$ cat config.mk
export PLATFORM = sky130hd
export DESIGN_NAME = button_conditioner
export DESIGN_NICKNAME = d
export VERILOG_FILES = /design/src/rtl/button_conditioner.sv
export SDC_FILE = /design/constraint.sdc
export NUM_CORES = 1
export LEC_CHECK = 0
export ABC_AREA = 1
export BUFFER_PORTS_ARGS = -buffer_cell sky130_fd_sc_hd__buf_2
export CAP_MARGIN = 20
export CORE_UTILIZATION = 50
export CTS_CLUSTER_DIAMETER = 200
export DETAILED_ROUTE_END_ITERATION = 12
export GPL_ROUTABILITY_DRIVEN = 1
export PLACE_DENSITY = 0.67
export SYNTH_ARGS = -nofsm -noshare
export SYNTH_HDL_FRONTEND = slang
export SYNTH_SLANG_ARGS = --single-unit
export TNS_END_PERCENT = 10
$ cat constraint.sdc
create_clock -name clk -period 2.8 [get_ports clk]
set_clock_uncertainty 0.15 [all_clocks]
set_input_delay 0.56 -clock clk [delete_from_list [all_inputs] [get_ports clk]]
set_output_delay 0.56 -clock clk [all_outputs]
set_load 0.1 [all_outputs]
$ cat src/rtl/button_conditioner.sv
`default_nettype none
// ============================================================================
// Module   : button_conditioner
// Purpose  : Synchronizes, debounces and edge-detects raw push-button inputs.
//            Optional macro BUTTON_CONDITIONER_FALLING_EDGE_EN enables falling_pulse.
// Revision : 1.0 - initial release
// ============================================================================
module button_conditioner #(
    parameter int WIDTH          = 3,
    parameter int SAMPLE_CNT_MAX = 25000,
    parameter int PULSE_CNT_MAX  = 150
) (
    input  logic             clk,
    input  logic             rst,
    input  logic [WIDTH-1:0] button_in,
    output logic [WIDTH-1:0] debounced,
    output logic [WIDTH-1:0] rising_pulse,
    output logic [WIDTH-1:0] falling_pulse
);

    localparam int c_SW = $clog2(SAMPLE_CNT_MAX);
    localparam int c_PW = $clog2(PULSE_CNT_MAX + 1);
    localparam logic [c_SW-1:0] c_TICK_LAST = c_SW'(SAMPLE_CNT_MAX - 1);
    localparam logic [c_PW-1:0] c_PULSE_MAX = c_PW'(PULSE_CNT_MAX);

    logic [WIDTH-1:0] sync1_q;
    logic [WIDTH-1:0] sync2_q;
    logic [c_SW-1:0]  sample_cnt_q;
    logic [c_SW-1:0]  sample_cnt_d;
    logic             w_tick;
    logic [WIDTH-1:0] deb_d;
    logic [WIDTH-1:0] deb_q;
    logic [WIDTH-1:0] deb_dly_q;

    // Plain two-flop synchronizer; nothing may sit between the stages.
    always_ff @(posedge clk or posedge rst) begin
        if (rst) begin
            sync1_q <= '0;
            sync2_q <= '0;
        end else begin
            sync1_q <= button_in;
            sync2_q <= sync1_q;
        end
    end

    assign w_tick = (sample_cnt_q == c_TICK_LAST);

    always_comb begin
        sample_cnt_d = sample_cnt_q + c_SW'(1);
        if (w_tick) begin
            sample_cnt_d = '0;
        end
    end

    always_ff @(posedge clk or posedge rst) begin
        if (rst) begin
            sample_cnt_q <= '0;
        end else begin
            sample_cnt_q <= sample_cnt_d;
        end
    end

    for (genvar i = 0; i < WIDTH; i++) begin : g_chan
        logic [c_PW-1:0] cnt_q;
        logic [c_PW-1:0] cnt_d;

        // A single low sample releases; presses need PULSE_CNT_MAX high ticks.
        always_comb begin
            cnt_d = cnt_q;
            if (!sync2_q[i]) begin
                cnt_d = '0;
            end else if (w_tick && (cnt_q != c_PULSE_MAX)) begin
                cnt_d = cnt_q + c_PW'(1);
            end
        end

        always_ff @(posedge clk or posedge rst) begin
            if (rst) begin
                cnt_q <= '0;
            end else begin
                cnt_q <= cnt_d;
            end
        end

        assign deb_d[i] = (cnt_d == c_PULSE_MAX);
    end

    always_ff @(posedge clk or posedge rst) begin
        if (rst) begin
            deb_q     <= '0;
            deb_dly_q <= '0;
        end else begin
            deb_q     <= deb_d;
            deb_dly_q <= deb_q;
        end
    end

    assign debounced    = deb_q;
    assign rising_pulse = deb_q & ~deb_dly_q;

`ifdef BUTTON_CONDITIONER_FALLING_EDGE_EN
    assign falling_pulse = ~deb_q & deb_dly_q;
`else
    assign falling_pulse = '0;
`endif

endmodule
`default_nettype wire

# Word-level counts from Yosys, hierarchy flattened
# Index checks and enable logic that the tools add are counted.
[word_totals]
input_bits = 5
regBits = 51
word_cells = 31
[op_classes]
n_mux = 7
n_eq_ne = 7
n_reduce_logical = 3
n_bitwise = 2
add_sub_neg = 4
[ops]
columns = ["operator", "count"]
rows = [
  ["$mux W8", 6],
  ["$add A8 B1 Y8 const B", 3],
  ["$eq A8 B8 Y1 const B", 3],
  ["$ne A8 B8 Y1 const B", 3],
  ["$add A15 B1 Y15 const B", 1],
  ["$eq A15 B15 Y1 const B", 1],
  ["$mux W15", 1],
  ["$and A3 B3 Y3", 1],
  ["$logic_and A1 B1 Y1", 3],
  ["$not A3 Y3", 1],
]

# Logic depth before layout (Yosys ltp)
[logic_depth]
ltp_word = 5
ltp_mapped = 14
mapped_depth_nobuf = 14

# Least setup slack after synthesis
# Ideal clock, no wire load.
[synth_path]
path_kind = "register to output"
startpoint = "register deb_q[0], in the netlist debounced[0]"
endpoint = "output rising_pulse[0]"
arrival_time_ns = 2.280
path_stages_with_launch = 3
path_slack_ns = -0.190
n_path_buf = 0
path_cell_list = "dfrtp_1 -> inv_1 -> nor2_1"
[synth_via]
elab_chain_len = 1
[synth_rtl]
columns = ["element", "line_no", "source"]
rows = [
  ["start: declaration", "32", "logic [WIDTH-1:0] deb_q;"],
  ["start signal: assignment", "90", "deb_q <= '0;"],
  ["start signal: assignment", "93", "deb_q <= deb_d;"],
  ["$and A3 B3 Y3", "99", "assign rising_pulse = deb_q & ~deb_dly_q;"],
  ["end: declaration", "17", "output logic [WIDTH-1:0] rising_pulse,"],
]
# Every way passes these cells.

# Final worst setup path
[layout_path]
startpoint = "register sample_cnt_q[0]"
endpoint = "register deb_q[2], in the netlist debounced[2]"
[layout_via]
elab_chain_len = 5
[layout_rtl]
columns = ["element", "line_no", "source"]
rows = [
  ["start: declaration", "28", "logic [c_SW-1:0] sample_cnt_q;"],
  ["start signal: assignment", "59", "sample_cnt_q <= sample_cnt_d;"],
  ["$eq A15 B15 Y1", "46", "assign w_tick = (sample_cnt_q == c_TICK_LAST);"],
  ["$logic_and A1 B1 Y1", "72", "end else if (w_tick && (cnt_q != c_PULSE_MAX)) begin"],
  ["$mux W8", "72", ""],
  ["$mux W8", "70", "if (!sync2_q[i]) begin"],
  ["$eq A8 B8 Y1", "85", "assign deb_d[i] = (cnt_d == c_PULSE_MAX);"],
  ["via deb_d[2]", "31", "logic [WIDTH-1:0] deb_d;"],
]
# The timed path passes the listed nets, and every way through them passes these cells.

==> reports/results.tsv <==
stage	metric	value	unit
clock_network	cts.clk_slew.worst_paths	90	ps
detailed_routing	viasPerCell	4.88	
min_path	holdCritPathClass	input pin to asynchronous set/reset pin	
synthesis	synth_cells	422	
power	total_power	1.20	mW
timing	hold_viol_final	0	
setup_path	worstSetupPathType	flip-flop to flip-flop	
setup_path	cpMostUsedCell	nand2_1	
clock_network	cts_buffers	5	
timing	max_freq	452	MHz
floorplanning	num_rows	27	
setup_path	worst-path-buf-inv	0	
power	ir_drop	0.291	mV
synthesis	synth_top_area_frac	0.425	
setup_path	cp_max_fo	29	
floorplanning	core_area	5640	µm²
synthesis	yosys_warnings	0	
clock_network	cts_buffer_depth	2	
setup_path	critPathLaunch	sample_cnt_q[0]$_DFF_PP0_	
timing	period_needed	2210	ps
clock_network	htree_levels	2	
cells_and_area	regArea	1280	µm²
floorplanning	initial_core_util	0.532	
synthesis	synth_top_area_cell	dfrtp_1	
floorplanning	chipHeight	79.5	µm
grt	grt_max_degree	52	
timing	fin_crit_sh	0.790	
detailed_routing	drt_wl_total	5680	µm
status	outcome	finished, final reports clean	
timing	slew_headroom	0.583	
setup_path	startpoint_type	flip-flop	
timing	slew_viol_final	0	
cells_and_area	drive_gt1_frac	0.0986	
power	powerDensity	375	nW/µm²
placement	dp_slack	640	ps
timing	timing.hold.ws	132	ps
timing	rsz0062_at_grt	false	
setup_path	worstPathRequired	2900	ps
timing	finalSetupViolCount	0	
detailed_routing	drt.antenna.violating_nets	0	
setup_path	cp.arrival	2310	ps
synthesis	syn-cell-area	3000	µm²
cells_and_area	fillerInstances	551	
floorplanning	io_pins	14	
synthesis	synth_cell_types	27	
setup_path	path_delay_family	simple AND/OR/NAND/NOR gates	
synthesis	yosys-top-cells-area	dfrtp_1 43%, nand2_1 13%, inv_1 9.9%	
cells_and_area	final_cells	508	
detailed_routing	first_pass_iters	4	
timing	setup_tns	0	ps
placement	dp_cells	500	
run	drv_cap	0	
grt	grt_use_total	0.203	
grt	grt_pass1_vias	2312	
cells_and_area	n_antenna_cell	0	
setup_path	timing.rr.start	sample_cnt_q[0]$_DFF_PP0_	
synthesis	ys_ff_latch	51	
timing	worstMarginPinSlew	624	ps
detailed_routing	vias	2481	
setup_path	reg2reg_slack	590	ps
placement	port_buffers	10	
cells_and_area	multi_input_comb_area	1350	µm²
detailed_routing	drc	0	
clock_network	cts.sinks	51	
cells_and_area	synthToLayoutAreaGrowth	6.46	%
floorplanning	die_w	79.5	µm
setup_path	path_cells	ha_1, nand2_1, nor2_2, nand2_2, nor2_4, nand2_1, nand2_1, nand3_1, nor2_1, nand2_1, nor2_1	
floorplanning	die_area	6320	µm²
clock_network	postCtsSetupRepairBufs	0	
detailed_routing	wl_per_cell	11.2	µm
detailed_routing	dr.first_iter.drc_count	152	
cells_and_area	nets	447	
synthesis	syn_area_per_cell	7.12	µm²
grt	grt_overflow	0	
clock_network	cts_tree	yes	
clock_network	cts_root_buf	clkbuf_8	
grt	grt_pass1_wl	10000	µm
grt	antenna_found_initial	0	
placement	post-dp-hpwl	4190	µm
setup_path	endpoint_kind	flip-flop	
setup_path	slowest_delay	490	ps
power	power_leakage	1.74	nW
clock_network	cts_resized	0	
clock_network	hold_buffers	0	
timing	fin_ws	589	ps
clock_network	worstSkewPairLatency	310	ps
placement	gp_congestion	0.898	
setup_path	slowest_stage	nor2_4	
synthesis	seq_area_frac_synth	0.425	
==> metrics by stage <==
stage | cell area [µm²] | util
finish | 3200 | 0.567
global route | 3200 | 0.567
CTS | 3200 | 0.567
detailed placement | 3110 | 0.552
global placement | 3110 | 0.552
floorplan | 3010 | -
==> registers in the layout (all words and copies together), names as in the netlist <==
| name | count |
|---|---|
| g_chan.cnt_q | 24 |
| sample_cnt_q | 15 |
| deb_dly_q | 3 |
| debounced | 3 |
| sync1_q | 3 |
| sync2_q | 3 |
==> path summary, 6_finish.rpt <==
| path | end | cells past startpoint |
|---|---|---|
| max | debounced[2]$_DFF_PP0_ | 11 |
| min | g_chan[1].cnt_q[5]$_DFF_PP0_ | 3 |
| max reg2reg | debounced[2]$_DFF_PP0_ | 11 |
| min reg2reg | sync2_q[1]$_DFF_PP0_ | 0 |
| max in group asynchronous | g_chan[1].cnt_q[2]$_DFF_PP0_ | 3 |
| min in group clk | sync1_q[0]$_DFF_PP0_ | 1 |
==> worst min-delay path: stages <==
cell	delay, ps
buf_2	100
inv_2	60
buf_12	250
==> layout make-up <==
cell class / instances / area share
inverter: 86 / 0.101
multi-input combinational: 280 / 0.423
clock inverter: 2 / 0.00391
sequential: 51 / 0.399
tap: 72 / 0.0282
clock buffer: 6 / 0.0227
timing repair buffer: 11 / 0.0219
==> power breakdown <==
part	switching [mW]	leakage [nW]	internal, mW
Clock	0.240	0.0412	0.175
Combinational	0.0333	1.01	0.00563
Sequential	0.00545	0.684	0.740
==> Yosys cell counts <==
| library cell | number |
|---|---|
| o21ai_1 | 2 |
| inv_1 | 79 |
| a21oi_1 | 8 |
| conb_1 | 1 |
| dfrtp_1 | 51 |
| nand2_2 | 3 |
| nor4_2 | 1 |
| and2_1 | 1 |
| nor2_1 | 59 |
| buf_4 | 3 |
| nand3_2 | 4 |
| o21ai_0 | 5 |
| nand2_1 | 107 |
| buf_2 | 1 |
| inv_2 | 7 |
| buf_6 | 3 |
| nor4_1 | 1 |
| nand3b_1 | 1 |
| nor2_2 | 5 |
| a21o_1 | 1 |
| xor2_1 | 7 |
| nor2_4 | 3 |
| nand4_1 | 8 |
| nand3_1 | 42 |
| ha_1 | 7 |
| xnor2_1 | 2 |
| nor3_1 | 10 |
==> per-layer routing <==
layer / vias up / global-route usage / share of wire
li1: 1299 / - / -
met1: 1136 / 0.258 / 0.47
met2: 39 / 0.346 / 0.48
met3: 7 / 0.0377 / 0.037
met4: 0 / 0.0655 / 0.011
met5: - / 0 / 0
==> layout by cell type (no fill, tap or decap), types with 6 or more instances in the layout <==
cell type | netlist | routed
xor2_1 | 7 | 7
ha_1 | 7 | 7
nor2_1 | 59 | 58
nand3_1 | 42 | 42
inv_1 | 79 | 78
nand4_1 | 8 | 8
nor2_2 | 5 | 6
inv_2 | 7 | 8
buf_2 | 1 | 10
nand2_1 | 107 | 107
nor3_1 | 10 | 10
a21oi_1 | 8 | 8
dfrtp_1 | 51 | 51
==> logic make-up after synthesis <==
logic type / after synthesis / synth area share
compound gates: 16 / 0.0275
xor+xnor: 9 / 0.0263
fa+ha+maj: 7 / 0.0292
buf+inv: 93 / 0.128
flops: 51 / 0.425
other cells: 1 / 0.00125
simple gates: 245 / 0.363
(Power assumes the default switching activity.)
